<file path="src/rtl/fifo_stream_reader.sv">
// fifo_stream_reader
// ------------------
// Drain engine for the read side of a dual-clock FIFO. It issues FIFO reads,
// absorbs the RAM's one-cycle read latency in a two-entry skid buffer, and
// presents the words as a valid/ready stream. Every BURST_LEN-th accepted beat
// is flagged with m_last so that downstream framing sees fixed-size bursts.
//
// Ports
//   clk          read-side clock (the FIFO rdclk)
//   rst          asynchronous active-high reset; buffered and in-flight words
//                are discarded (the FIFO itself is not reset, so those words
//                are lost)
//   enable       when low no new reads are issued; buffered words still drain
//   fifo_empty   FIFO empty flag (combinational from the FIFO)
//   fifo_rden    FIFO read enable (combinational)
//   fifo_rddata  FIFO read data, valid the cycle after fifo_rden was sampled
//   m_valid      stream word available
//   m_ready      downstream accepts
//   m_data       stream data (buffer head)
//   m_last       high with m_valid on the last beat of a burst
//   burst_cnt    completed bursts, wraps at 2^16
module fifo_stream_reader #(
  parameter int WIDTH     = 64,
  parameter int BURST_LEN = 16,
  parameter int CNT_BITS  = $clog2(BURST_LEN) + 1
) (
  input  logic             clk,
  input  logic             rst,
  input  logic             enable,
  input  logic             fifo_empty,
  output logic             fifo_rden,
  input  logic [WIDTH-1:0] fifo_rddata,
  output logic             m_valid,
  input  logic             m_ready,
  output logic [WIDTH-1:0] m_data,
  output logic             m_last,
  output logic [15:0]      burst_cnt
);

  localparam logic [CNT_BITS-1:0] LAST_BEAT = CNT_BITS'(BURST_LEN - 1);

  logic [1:0]          r_occ;        // words held in the buffer (0..2)
  logic                r_inflight;   // a read was issued last cycle
  logic [WIDTH-1:0]    r_buf [2];    // entry 0 is the head
  logic [CNT_BITS-1:0] r_beat;
  logic [15:0]         r_burst_cnt;

  logic       w_pop;
  logic       w_last_beat;
  logic [1:0] w_occ_after_pop;
  logic [2:0] w_level;

  assign m_valid     = (r_occ != 2'd0);
  assign m_data      = r_buf[0];
  assign w_last_beat = (r_beat == LAST_BEAT);
  assign m_last      = m_valid && w_last_beat;
  assign burst_cnt   = r_burst_cnt;

  assign w_pop           = m_valid && m_ready;
  assign w_occ_after_pop = r_occ - {1'b0, w_pop};

  // Occupancy the buffer will have once this cycle's pop and the in-flight
  // word are both accounted for. Counting the pop here lets a read be issued
  // in the same cycle a word leaves, which is what sustains one word/cycle.
  assign w_level = {1'b0, w_occ_after_pop} + {2'b00, r_inflight};

  // Never read an empty FIFO: it would not advance and the RAM output would
  // be stale data that we would then present as a real word.
  assign fifo_rden = enable && !fifo_empty && !rst && (w_level < 3'd2);

  // Skid buffer. A pop shifts entry 1 into the head; a captured word lands in
  // the first free slot after the pop. Both may happen in the same cycle.
  always_ff @(posedge clk or posedge rst) begin
    if (rst) begin
      r_occ      <= 2'd0;
      r_inflight <= 1'b0;
      r_buf[0]   <= '0;
      r_buf[1]   <= '0;
    end else begin
      r_inflight <= fifo_rden;
      if (w_pop) begin
        r_buf[0] <= r_buf[1];
      end
      if (r_inflight) begin
        if (w_occ_after_pop == 2'd0) begin
          r_buf[0] <= fifo_rddata;
        end else begin
          r_buf[1] <= fifo_rddata;
        end
      end
      r_occ <= w_occ_after_pop + {1'b0, r_inflight};
    end
  end

  // Beat position within the burst; only accepted beats advance it, so stalls,
  // FIFO underruns and enable gaps never shift where m_last falls.
  always_ff @(posedge clk or posedge rst) begin
    if (rst) begin
      r_beat      <= '0;
      r_burst_cnt <= 16'd0;
    end else if (w_pop) begin
      if (w_last_beat) begin
        r_beat      <= '0;
        r_burst_cnt <= r_burst_cnt + 16'd1;
      end else begin
        r_beat <= r_beat + CNT_BITS'(1);
      end
    end
  end

`ifdef FORMAL
  // The read lookahead keeps occ + inflight within the two buffer slots.
  always_ff @(posedge clk) begin
    if (!rst) begin
      assert (r_occ <= 2'd2);
      assert (!(r_occ == 2'd2 && r_inflight));
    end
  end
`endif

endmodule

</file>
<file path="config.mk">
export PLATFORM = sky130hd
export DESIGN_NAME = fifo_stream_reader
export DESIGN_NICKNAME = d
export VERILOG_FILES = /design/src/rtl/fifo_stream_reader.sv
export SDC_FILE = /design/constraint.sdc
export NUM_CORES = 1
export LEC_CHECK = 0
export CAP_MARGIN = 10
export CELL_PAD_IN_SITES_DETAIL_PLACEMENT = 1
export CELL_PAD_IN_SITES_GLOBAL_PLACEMENT = 1
export CORE_MARGIN = 8
export CORE_UTILIZATION = 30
export DETAILED_ROUTE_END_ITERATION = 8
export GPL_ROUTABILITY_DRIVEN = 0
export PLACE_DENSITY_LB_ADDON = 0.05
export SLEW_MARGIN = 10
export SYNTH_ARGS = -nofsm -noshare
export SYNTH_HDL_FRONTEND = slang
export SYNTH_SLANG_ARGS = --single-unit
</file>
<file path="constraint.sdc">
create_clock -name clk -period 5.2 [get_ports clk]
set_clock_uncertainty 0.15 [all_clocks]
set_input_delay 1.3 -clock clk [delete_from_list [all_inputs] [get_ports clk]]
set_output_delay 1.3 -clock clk [all_outputs]
set_load 0.05 [all_outputs]
</file>
==> impl_metrics.csv <==
group,metric,value,unit
cts,cts.clk_slew.worst_paths,60,ps
critical_path,path_class,"in -> out",
synth,synth_compound_area_share,5.37,%
sta,fin_crit_sh,89.0,%
power,total_power,4.75,mW
detailed_routing,vias_per_cell,4.62,
cells_and_area,stdcell_count,959,
cts,numCtsBuffers,17,
critical_path,cp-start-kind,"primary input",
synth,ys_seq_elements,152,
cells_and_area,final_cell_mix,"152 x dfrtp_1, 150 x clkdlybuf4s50_1, 78 x nand2_1",
cts,cts_setup_buffers,0,
critical_path,endpoint,"fifo_rden",
cts,clk_latency,410,ps
synth,synth_cells,576,
cts,clk_root_buffer_cell,"clkbuf_16",
cells_and_area,layout-drive-gt1-share,16.3,%
synth,synth_area,6870,um^2
synth,yosys.area_share.adder,0.728,%
critical_path,critPathMostFrequentCell,"ha_1",
job,cap_violations,0,
synth,muxShareOfSynthArea,20.0,%
grt,grt_overflow,0,
critical_path,critPathSlowestCell,"clkdlybuf4s50_1",
detailed_routing,wl_per_cell,17.9,um
grt,antenna_found_initial,1,
synth,yosys.cell_types.count,31,
cells_and_area,final-seq-area,3800,um^2
die,pin_count,152,
critical_path,end_kind,"output pin",
cts,cts.hold.buffers_added,0,
grt,grt_pass1_vias,5063,
synth,syn_avg_cell_area,11.9,um^2
cells_and_area,fin_util,39.1,%
detailed_routing,dr_total_vias,4429,
synth,seq_area_frac_synth,55.3,%
cts,clock_sinks,152,
detailed_routing,drc,0,
power,vdd_ir_drop_max,187,uV
cts,cts_buffer_depth,2,
sta,relSlewSlack,41.4,%
placement,post-place-ws,550,ps
cells_and_area,n_antenna_cell,0,
sta,grt_setup_unrepaired,"no",
critical_path,slowest_delay,580,ps
hold_path,hold_depth,1,
sta,min_period,4630,ps
critical_path,r2r-start,"r_occ[1]",
cells_and_area,final_common_cell,"dfrtp_1",
critical_path,r2r_end,"m_data[42]",
grt,grt_first_pass_wirelength,28100,um
sta,worst_pin_slew,879,ps
placement,io_buffers,151,
sta,setup_slack,570,ps
synth,syn_nets,649,
placement,dp_cells,928,
grt,grt_max_degree,93,
synth,ys_warn_count,0,
cts,post_cts_resized,0,
die,fp.coreArea,22600,um^2
cells_and_area,nFillCells,2387,
cells_and_area,fin_area,8820,um^2
critical_path,critPathTopFamily,"buffers and inverters",
critical_path,reg2regPathDepth,4,
status,outcome,"finished, final reports clean",
power,power.density,539,nW/um^2
critical_path,crit_path_start,"m_ready",
detailed_routing,drtAntennaViolNets,0,
critical_path,cp_num_buf_inv,3,
critical_path,crit_required,3750,ps
die,die_y,167,um
sta,whs,328,ps
synth,async_flop_share,100,%
sta,fin_setup_tns,0,ps
grt,grt_usage,12.7,%
placement,dpl_cell_area,8210,um^2
detailed_routing,drt_pass1_iterations,3,
synth,synth_top_family_by_area,"multiplexers",
die,dieArea,28000,um^2
cts,cts_tree,"done",
detailed_routing,wl,17100,um
sta,max_freq,216,MHz
critical_path,arrival,3180,ps
synth,yosys.area_share.simple,6.97,%
synth,synthXorXnorAreaFrac,2.04,%
cells_and_area,multi_input_area,2430,um^2
synth,synth_edf_count,0,
detailed_routing,drt_iter0_markers,101,
critical_path,crit_chain,"clkdlybuf4s50_1 -> nor2b_1 -> a21o_1 -> ha_1 -> inv_1 -> ha_1 -> nand2_1 -> nor3_1 -> buf_12",
synth,synth-main-ff-cell,"dfrtp_1",
power,cellLeakagePower,4.11,nW
die,die_x,167,um
sta,drv_slew,0,
cts,htreeDepth,4,
critical_path,cp_max_fo,4,
cells_and_area,nets,735,
placement,dp_hpwl,11600,um
cells_and_area,area_growth,28.2,%
die,core.rowCount,55,
sta,hold_viol,0,
die,start_util,30.5,%
critical_path,worstSetupPathDepth,9,
sta,setup_viol,0,
critical_path,r2r_slack,2710,ps
hold_path,hold_path.class,"reg -> reg",
[routing by layer]
layer	vias to the layer above	GRT usage (%)	routed length, um
met4	2	4.19	182
met5	-	0	13
met2	92	21.6	8560
met1	2247	14.4	7290
met3	17	4.77	1070
li1	2071	-	-
[cell families (layout without fill, tap and decap cells)]
group                    Yosys count  count (layout)
AO/OA/AOI/OAI                     71              71
XOR/XNOR                          16              16
adder cells (fa/ha/maj)            4               4
buffers and inverters             94             192
flip-flops                       152             152
multiplexers                     129             129
AND/OR/NAND/NOR                  110             110
[state kept, by name, indices dropped and copies added (netlist names)]
name	cells
r_inflight	1
m_data	64
r_buf	64
burst_cnt	16
r_beat	5
r_occ	2
[area by class of cell]
| cell class | instances | share of cell area [%] |
|---|---|---|
| Clock buffer | 20 | 5.18 |
| Timing Repair Buffer | 159 | 18.2 |
| Sequential cell | 152 | 43.1 |
| Tap cell | 285 | 4.04 |
| Multi-Input combinational cell | 330 | 27.6 |
| Clock inverter | 11 | 1.66 |
| Inverter | 2 | 0.128 |
[power breakdown]
| group | internal, mW | leakage, nW | total (mW) | switching [mW] |
|---|---|---|---|---|
| registers | 1.57 | 1.96 | 1.79 | 0.222 |
| logic | 0.652 | 1.85 | 1.70 | 1.04 |
| clock network | 0.778 | 0.292 | 1.26 | 0.486 |
[how the worst min path moves through the flow]
stage                          endpoint          start
after floorplan               r_beat[4]      r_beat[4]
after global placement        r_beat[4]      r_beat[4]
after detailed placement  burst_cnt[15]  burst_cnt[15]
after CTS                 burst_cnt[15]  burst_cnt[15]
after global routing      burst_cnt[15]  burst_cnt[15]
final                     burst_cnt[15]  burst_cnt[15]
[Yosys cell counts, drive strengths merged (2+ instances only)]
| cell type | number | area, um^2 |
|---|---|---|
| mux2i | 64 | 641 |
| xnor2 | 12 | 105 |
| o21ai | 67 | 339 |
| dfrtp | 152 | 3800 |
| xor2 | 4 | 35.0 |
| clkbuf | 5 | 22.5 |
| and3 | 2 | 12.5 |
| inv | 2 | 7.51 |
| nand3 | 9 | 45.0 |
| a21o | 2 | 15.0 |
| ha | 4 | 50.1 |
| mux2 | 65 | 732 |
| nand4 | 4 | 25.0 |
| nand2 | 78 | 293 |
| nor2 | 2 | 7.51 |
| nor2b | 3 | 18.8 |
| buf | 87 | 629 |
| nor3 | 6 | 30.0 |
No activity file was read; power rests on OpenSTA's default activity.
